`config.mk`:
```
export PLATFORM = sky130hd
export DESIGN_NAME = sid_wave
export DESIGN_NICKNAME = d
export VERILOG_FILES = /design/src/rtl/sid_pkg.sv /design/src/rtl/sid_noise_lfsr.sv /design/src/rtl/sid_wave.sv
export SDC_FILE = /design/constraint.sdc
export NUM_CORES = 1
export LEC_CHECK = 0
export ABC_AREA = 1
export CAP_MARGIN = 20
export CORE_MARGIN = 2
export CORE_UTILIZATION = 44
export CTS_CLUSTER_SIZE = 24
export DETAILED_ROUTE_END_ITERATION = 7
export GPL_ROUTABILITY_DRIVEN = 0
export PLACE_DENSITY = 0.8
export SYNTH_ARGS = -nofsm -noshare
export SYNTH_HDL_FRONTEND = slang
export SYNTH_SLANG_ARGS = --single-unit
export TNS_END_PERCENT = 1
```
`constraint.sdc`:
```
create_clock -name clk -period 1.4 [get_ports clk]
set_input_delay 0.21 -clock clk [delete_from_list [all_inputs] [get_ports clk]]
set_output_delay 0.21 -clock clk [all_outputs]
set_load 0.1 [all_outputs]
```
`src/rtl/sid_pkg.sv`:
```
// Shared types and constants for the SID waveform generator and its noise register.
// The waveform-select struct is laid out MSB-first to match the control register bit order.
package sid_pkg;

  localparam int ACC_W  = 24;
  localparam int WAVE_W = 12;
  localparam int LFSR_W = 23;

  localparam logic [LFSR_W-1:0] LFSR_SEED = 23'h7FFFFF;
  localparam int LFSR_TAP_HI = 22;
  localparam int LFSR_TAP_LO = 17;

  // LFSR bits that feed noise output bits 11 down to 4.
  localparam int NOISE_IDX [8] = '{22, 20, 16, 13, 11, 7, 4, 2};

  typedef struct packed {
    logic noise;
    logic pulse;
    logic saw;
    logic triangle;
    logic ring_mod;
    logic test;
  } wave_ctrl_t;

  function automatic logic [WAVE_W-1:0] noise_bits(input logic [LFSR_W-1:0] l);
    logic [WAVE_W-1:0] n;
    n = '0;
    for (int i = 0; i < 8; i++) begin
      n[WAVE_W-1-i] = l[NOISE_IDX[i]];
    end
    return n;
  endfunction

endpackage

```
`src/rtl/sid_noise_lfsr.sv`:
```
// 23-bit noise shift register, stepped on each acc[19] rising edge seen at a clk_en tick.
// test forces the seed every tick and wins over a coincident step; everything holds without clk_en.
module sid_noise_lfsr
  import sid_pkg::*;
(
  input  logic              clk,
  input  logic              n_reset,
  input  logic              clk_en,
  input  logic              acc19,
  input  logic              test,
  output logic [LFSR_W-1:0] lfsr
);

  logic              acc19_q, acc19_d;
  logic [LFSR_W-1:0] lfsr_q, lfsr_d;

  always_comb begin
    acc19_d = acc19_q;
    lfsr_d  = lfsr_q;
    if (clk_en) begin
      acc19_d = acc19;
      if (test) begin
        lfsr_d = LFSR_SEED;
      end else if (!acc19_q && acc19) begin
        lfsr_d = {lfsr_q[LFSR_W-2:0], lfsr_q[LFSR_TAP_HI] ^ lfsr_q[LFSR_TAP_LO]};
      end
    end
  end

  always_ff @(posedge clk or negedge n_reset) begin
    if (!n_reset) begin
      acc19_q <= 1'b0;
      lfsr_q  <= LFSR_SEED;
    end else begin
      acc19_q <= acc19_d;
      lfsr_q  <= lfsr_d;
    end
  end

  assign lfsr = lfsr_q;

endmodule

```
`src/rtl/sid_wave.sv`:
```
// Per-voice waveform generator: decodes saw/tri/pulse/noise from the accumulator, ANDs the
// selected ones and registers the sample one clk_en tick after acc; all state holds without clk_en.
module sid_wave
  import sid_pkg::*;
(
  input  logic              clk,
  input  logic              n_reset,
  input  logic              clk_en,
  input  logic [ACC_W-1:0]  acc,
  input  logic              ring_in,
  input  logic [WAVE_W-1:0] pw,
  input  wave_ctrl_t        ctrl,
  output logic [WAVE_W-1:0] wave,
  output logic [7:0]        osc3,
  output logic [LFSR_W-1:0] lfsr
);

  logic [WAVE_W-1:0] saw_w, tri_w, pul_w, noi_w, mix;
  logic              tmsb;
  logic [WAVE_W-1:0] wave_q, wave_d;
  logic [7:0]        osc3_q, osc3_d;
  logic              unused_acc_lo;

  assign unused_acc_lo = ^acc[11:0];

  sid_noise_lfsr u_lfsr (
    .clk     (clk),
    .n_reset (n_reset),
    .clk_en  (clk_en),
    .acc19   (acc[19]),
    .test    (ctrl.test),
    .lfsr    (lfsr)
  );

  always_comb begin
    saw_w = acc[23:12];
    tmsb  = ctrl.ring_mod ? (acc[23] ^ ring_in) : acc[23];
    tri_w = {acc[22:12] ^ {11{tmsb}}, 1'b0};
    pul_w = (ctrl.test || (acc[23:12] >= pw)) ? 12'hFFF : 12'h000;
    // Noise reads the register before this tick's step lands.
    noi_w = noise_bits(lfsr);
  end

  always_comb begin
    mix = '1;
    if (ctrl.saw)      mix = mix & saw_w;
    if (ctrl.triangle) mix = mix & tri_w;
    if (ctrl.pulse)    mix = mix & pul_w;
    if (ctrl.noise)    mix = mix & noi_w;
    if (!(ctrl.saw || ctrl.triangle || ctrl.pulse || ctrl.noise)) mix = '0;
  end

  always_comb begin
    wave_d = wave_q;
    osc3_d = osc3_q;
    if (clk_en) begin
      wave_d = mix;
      osc3_d = mix[WAVE_W-1:4];
    end
  end

  always_ff @(posedge clk or negedge n_reset) begin
    if (!n_reset) begin
      wave_q <= '0;
      osc3_q <= '0;
    end else begin
      wave_q <= wave_d;
      osc3_q <= osc3_d;
    end
  end

  assign wave = wave_q;
  assign osc3 = osc3_q;

endmodule

```
# Yosys cells after proc, flatten, opt, wreduce, memory -nomap -nowiden
# Cells that the tools add are included.
# Widths: inputs -> output; s select.
[word_totals] regBits=44 input_bits=46 out_inout_bits=43
[classes] magnitude_cmp=1 muxes=9 n_bitwise=6 n_reduce_logical=8
[op_table] operator="$mux 12" n=6
[op_table] operator="$mux 23" n=2
[op_table] operator="$and 12x12->12" n=3
[op_table] operator="$ge 12x12->1" n=1
[op_table] operator="$xor 11x11->11" n=1
[op_table] operator="$logic_or 1x1->1" n=4
[op_table] operator="$reduce_and 2->1" n=1
[op_table] operator="$reduce_bool 2->1" n=1
[op_table] operator="$xor 1x1->1" n=2
[op_table] operator="$logic_and 1x1->1" n=1
[op_table] operator="$logic_not 1->1" n=1
[op_table] operator="$mux 1" n=1

# Longest topological paths before layout
# Gate-level depths: netlist of run 1.
[logic_depth] depth_word=10 mapped_depth=13 mapped_depth_nobuf=12

# Cells and area by module
# Synthesis of run 1 repeated with hierarchy kept, for this count alone.
[hier_totals] hier_cells=360 area_unflattened_um2=2484.9
[modules_own_cells] module="sid_wave" n_inst=1 cells_each=225 area_each_um2=1326.3 seq_area_each_um2=300.3
[modules_own_cells] module="sid_noise_lfsr" n_inst=1 cells_each=135 area_each_um2=1158.6 seq_area_each_um2=629.4

# Worst setup path after synthesis of run 1
# OpenSTA, ideal clock, no wires.
[synth_path] path_type="register to output" start="register wave_q[10] (netlist: wave[10])" end="output port wave[10]" t_arrival_ns=1.340 required_ns=1.190 slack_ns=-0.150 stages_incl_launch_ff=2 path_cell_list="dfrtp_1 -> buf_4"
[synth_lines] item="start, declared" line_no="sid_wave.sv:20" text="logic [WAVE_W-1:0] wave_q, wave_d;"
[synth_lines] item="start signal, assigned" line_no="sid_wave.sv:67" text="wave_q <= wave_d;"
[synth_lines] item="end, declared" line_no="sid_wave.sv:13" text="output logic [WAVE_W-1:0] wave,"
# No word-level cell between the ends.

# Final worst setup path of run 1
[layout_path] start="input port ctrl[4] (netlist name)" end="register wave_q[11] (netlist: wave[11])"
[layout_between] elab_chain_len=4
[layout_rtl] item="start, declared" line_no="sid_wave.sv:12" text="input wave_ctrl_t ctrl,"
[layout_rtl] item="$mux 12" line_no="sid_wave.sv:48" text="if (ctrl.pulse) mix = mix & pul_w;"
[layout_rtl] item="$and 12x12->12" line_no="sid_wave.sv:49" text="if (ctrl.noise) mix = mix & noi_w;"
[layout_rtl] item="$mux 12" line_no="sid_wave.sv:49"
[layout_rtl] item="$mux 12 (*)" line_no="sid_wave.sv:50" text="if (!(ctrl.saw || ctrl.triangle || ctrl.pulse || ctrl.noise)) mix = '0;"
# Every way passes the cells marked *; elsewhere a longest branch is shown, timed or not.
# A chain may end at the register's enable or synchronous reset.

==> results of run 1 <==
-- layer usage --
layer  wire length, microns  vias to the layer above  share of wire
li1                       -                     1176              -
met1                   2676                     1144           0.38
met2                   3664                       97           0.53
met3                    442                       20          0.063
met4                    187                        0          0.027
met5                      0                        -              0
-- power by group --
| group | switching [mW] | internal (mW) |
|---|---|---|
| sequential | 0.255 | 1.29 |
| combinational | 1.90 | 1.04 |
| clock | 0.375 | 0.355 |
-- state kept, by name, indices dropped and copies added (netlist names) --
register        count
u_lfsr.lfsr        23
wave               12
u_lfsr.acc19_q      1
-- worst max-delay path by stage --
stage	slack, ns	depth (start not counted)	start	end
final	0.1	9	ctrl[4]	wave[11]
after global routing	0.03	11	acc[12]	wave[9]
after CTS	0.008	11	pw[2]	wave[0]
after detailed placement	-0.60	10	pw[11]	wave[6]
after global placement	-0.48	10	pw[11]	wave[9]
after floorplan	-0.15	1	wave[11]	wave[11]
-- synth_stat cells (all sizes together) (9+ instances only) --
master  instances  share of area
nand3          26          0.057
inv            57          0.094
a31oi          11          0.030
dfrtp          13           0.14
o22ai           9          0.031
o21ai          25          0.055
dfstp          23           0.26
ha             12          0.066
nand2          85           0.14
buf            17          0.049
nor2           31          0.051
-- worst max-delay path, cell delays in order --
cell	delay, ns
clkdlybuf4s50_1	0.45
nor2_1	0.14
nand3_1	0.11
nand2_1	0.23
nor2_1	0.08
nand2_1	0.11
inv_1	0.06
nand2_2	0.05
nand2_2	0.05
-- stage by stage --
step                worst slack (ns)  utilization
global placement             -0.4772       0.7207
global route                 0.02543       0.7601
CTS                         0.008121       0.7517
floorplan                    -0.1499            -
detailed placement           -0.6027       0.7207
finish                       0.09986       0.7601
-- layout make-up --
type,count,area (sq um),area share
timing repair buffer,102,1406,0.3646
multi-input combinational,206,1134,0.2939
sequential,36,930.9,0.2413
inverter,57,214.0,0.05547
tap,70,87.58,0.02271
clock buffer,7,76.32,0.01979
clock inverter,1,8.758,0.002271
-- cell families after synthesis --
logic type	count (synthesis)	synth area share
fa+ha+maj	12	0.06568
compound gates	49	0.1243
buf+inv	78	0.1500
simple gates	144	0.2534
flops	36	0.4067
-- layout by cell type, fill, tap and decap left out, drive strengths merged, types with 8 or more instances in the layout --
master         netlist  final
a31oi               11     11
buf                 17     69
clkdlybuf4s50        0      8
dfrtp               13     13
dfstp               23     23
dlygate4sd2          0     18
ha                  12     12
inv                 57     57
nand2               85     86
nand3               26     26
nor2                31     31
o21ai               25     25
o22ai                9      9
-- repair_timing --
item	CTS	global route
pin swaps	23	5
setup endpoints to repair	12	17
resized for setup	40	13
hold buffers	0	0
gates cloned	1	0
==> results.toml, run 1 <==
[logic_synthesis]
synth_area_sq_um = 2286
yosysSeqAreaShare = 0.4067
synth_warnings = 0
synth_flop_cell = "dfstp_2"
async_flop_share = 1.000
synth_edf_count = 0
synth_cell_types = 22
synthCells = 319
synth_seq_cells = 36
avgSynthCellArea_sq_um = 7.166
synth.net_count = 377

[global_route]
grt_pass1_wl_microns = 11820
grt_pass1_vias = 2576
met2_usage = 0.4482
antenna_found_initial = 0
grtUsageTotal = 0.2499
grt_overflow = 0
gr-usage-met3 = 0.06280
grt_max_degree = 37
grt_busiest_layer = "met2"
grt_use_met1 = 0.2902

[layout]
syn_to_final_growth_pct = 68.75
layoutNonFillerInstCount = 479
n_antenna_cell = 0
nets = 466
final_cell_area_sq_um = 3857
drive_gt1_frac = 0.3130
fillers = 357

[die]
fp.dieArea_sq_um = 5788
pin_count = 89
initial_core_util = 0.4504
rows = 26
fp.dieW_microns = 76.08
design.core.area_sq_um = 5075
die-height_microns = 76.08

[placement]
dpl_cell_area_sq_um = 3657
portBuffers = 76
hpwl_microns = 5133
placed_cells = 470

[critical_path]
r2r-end = "wave[11]"
rrSetupSlack_ns = 0.28
rr_startpoint = "u_lfsr.lfsr[22]"
worstPathRequired_ns = 1.58
critPathMaxFanout = 8
r2r_cells = 6
endpoint_kind = "register"
criticalPathCategory = "in -> reg"
worstSetupStartpointType = "input pin"
crit_arrival_ns = 1.48

[sta]
setup_tns_ns = 0
fin_skew_ns = 0.003840
whs_ns = 0.3126
finalSetupViolations = 0
maxSlewHeadroom = 0.8130
rsz0062_at_grt = "no"
post-route-min-period_ns = 1.300
slew_violations = 0
max_freq_ghz = 0.7691
worstMarginPinSlew_ns = 0.2800
finalCritPeriodShare = 0.9287
hold_violations = 0

[power]
p_leak_nw = 2.020
ir_drop_mv = 1.099
p_per_area_nw_per_um2 = 1350
power.total_mw = 5.209

[route]
firstDrtPassIters = 4
drcViolationCount = 0
vias_per_cell = 5.088
drtIter0Drc = 203
totalWireLength_microns = 6970
vias = 2437
wl_per_cell_microns = 14.55
postRouteAntennaNets = 0

[clock_network]
htree_levels = 2
postCtsSetupRepairBufs = 0
clk_path_buf_depth = 2
cts_tree = "built"
clk_pin_slew_ns = 0.07
cts-buffers-inserted = 5
clockRootBuffer = "clkbuf_8"
clk_latency_ns = 0.29
cts.sink_count = 36

[worst_hold_path]
hp-class = "in -> async"

[job]
cap_violations = 0

[run_status]
outcome = "finished clean"
No activity file was read; power rests on OpenSTA's default activity.
==> run 2, diff against run 1 <==
--- a/config.mk
+++ b/config.mk
@@ -8,11 +8,11 @@
 export ABC_AREA = 1
 export CAP_MARGIN = 20
 export CORE_MARGIN = 2
-export CORE_UTILIZATION = 44
+export CORE_UTILIZATION = 40
 export CTS_CLUSTER_SIZE = 24
 export DETAILED_ROUTE_END_ITERATION = 7
 export GPL_ROUTABILITY_DRIVEN = 0
-export PLACE_DENSITY = 0.8
+export PLACE_DENSITY = 0.76
 export SYNTH_ARGS = -nofsm -noshare
 export SYNTH_HDL_FRONTEND = slang
 export SYNTH_SLANG_ARGS = --single-unit
==> constraint.sdc (replaced) <==
create_clock -name clk -period 1.18 [get_ports clk]
set_input_delay 0.177 -clock clk [delete_from_list [all_inputs] [get_ports clk]]
set_output_delay 0.177 -clock clk [all_outputs]
set_load 0.1 [all_outputs]
==> results.toml, run 2 (synthesis gave the netlist of run 1 again) <==
[run_status]
outcome = "finished with violations"
violations = "setup timing"

[power]
internal_power_mw = 3.347
p_seq_frac = 0.286
ir_drop_mv = 1.184
p_per_area_nw_per_um2 = 1597
p_leak_nw = 2.036
combPwrFrac = 0.563
swShare = 0.4799
p_switching_mw = 3.089
power_frac_clock = 0.151

[global_route]
grtUsageTotal = 0.2376
grt_overflow = 0
grt_max_degree = 47
antenna_found_initial = 0
grt_pass1_wl_microns = 11810
grt_pass1_vias = 2472

[layout]
largest_reg_flops = 23
nets = 474
syn_to_final_growth_pct = 76.30
fillers = 384
drive_gt1_frac = 0.3837
final_common_cell = "nand2_1"
layout_common_cells = "69 x nand2_1, 46 x inv_1, 45 x buf_12, 30 x buf_4, 29 x nor2_1"
layoutNonFillerInstCount = 489
n_antenna_cell = 0

[clock_network]
cts_tree = "built"
cts-buffers-inserted = 5
htree_levels = 2
cts_hold_buf = 0
clk_pin_slew_ns = 0.08
cts.sink_count = 36
clk_path_buf_depth = 2
clockRootBuffer = "clkbuf_8"
clk_latency_ns = 0.30

[sta]
finalCritPeriodShare = 1.100
post-route-min-period_ns = 1.298
hold_violations = 0
fin_skew_ns = 0.006355
worstMarginPinSlew_ns = 0.2573
maxSlewHeadroom = 0.8283
max_freq_ghz = 0.7707
rsz0062_at_grt = "yes"
layout_setup_ws_ns = -0.1175
whs_ns = 0.2642
slew_violations = 0
finalSetupViolations = 40

[critical_path]
crit_arrival_ns = 1.12
slowest_stage = "dfstp_4"
criticalPathCategory = "reg -> out"
worstPathCellList = "buf_12"
crit_family = "flip-flops"
worstSetupStartpointType = "register"
worstPathRequired_ns = 1.00
critPathMaxFanout = 2
max_stage_delay_ns = 0.65
endpoint_kind = "primary output"
crit_buf_inv = 1

[job]
cap_violations = 0

[route]
firstDrtPassIters = 6
drtIter0Drc = 220
drcViolationCount = 0
vias_per_cell = 5.225
vias = 2555
totalWireLength_microns = 7128
wl_per_cell_microns = 14.58
postRouteAntennaNets = 0

[die]
pin_count = 89
rows = 27
die-height_microns = 79.60
initial_core_util = 0.4151
design.core.area_sq_um = 5507
fp.dieArea_sq_um = 6335
fp.dieW_microns = 79.60

[placement]
portBuffers = 76
pre_cts_ws_ns = -0.6424
placed_cells = 473
hpwl_microns = 4897

[worst_hold_path]
hp-class = "in -> async"
[run 2: routing by layer]
layer / share of wire / GRT usage / up-vias
met5: 0 / 0 / -
met4: 0.022 / 0.08793 / 0
met3: 0.084 / 0.05769 / 21
met2: 0.50 / 0.4059 / 134
met1: 0.39 / 0.2891 / 1203
li1: - / - / 1197
[run 2: worst paths after layout]
path	startpoint	endpoint	slack (ns)	cells past startpoint
max	u_lfsr.lfsr[16]	lfsr[16]	-0.12	1
min	n_reset	wave[11]	0.26	2
max reg2reg	u_lfsr.lfsr[16]	wave[9]	-0.05	7
min reg2reg	u_lfsr.lfsr[9]	u_lfsr.lfsr[9]	0.52	2
max in group asynchronous	n_reset	u_lfsr.lfsr[21]	0.66	2
min in group clk	ctrl[0]	u_lfsr.lfsr[17]	0.43	4
[run 2: per-stage QoR]
stage	total power [mW]	setup TNS [ns]	instance area, sq um	util
2_1_floorplan	3.951	-0.7579	2331	-
3_3_place_gp	5.287	-14.87	3721	0.6758
3_5_place_dp	5.336	-16.58	3721	0.6758
4_1_cts	6.427	-2.383	3993	0.7251
5_1_grt	6.674	-4.611	4030	0.7319
6_report	6.436	-2.205	4030	0.7319
[run 2: worst reg2reg max path, cell delays in order (launching register included)]
cell     delay, ns
dfstp_4       0.65
buf_4         0.13
o22ai_1       0.06
nor2_1        0.11
nand2_1       0.07
inv_1         0.06
nand2_2       0.05
nand2_1       0.05
[run 2: repair_timing]
action,CTS,global route
pin swaps,25,5
setup buffers,8,0
setup endpoints to repair,60,60
gates cloned,1,0
gates resized for setup,66,15
[run 2: final cells by class]
class	count	area, sq um	area share
clock inverters	2	13.76	0.003415
repair buffers	110	1451	0.3601
clock buffers	6	82.58	0.02049
inverters	57	214.0	0.05309
multi-input cells	206	1206	0.2993
flip-flops and latches	36	972.2	0.2412
well taps	72	90.09	0.02235
[run 2: power by group through the flow]
stage          Combinational (mW)  Sequential (mW)  Clock [mW]
6_report                     3.62             1.84       0.970
5_1_grt                      3.76             1.87        1.04
4_1_cts                      3.60             1.84       0.983
3_5_place_dp                 3.46             1.88           0
3_3_place_gp                 3.41             1.87           0
2_1_floorplan               0.833             3.12           0
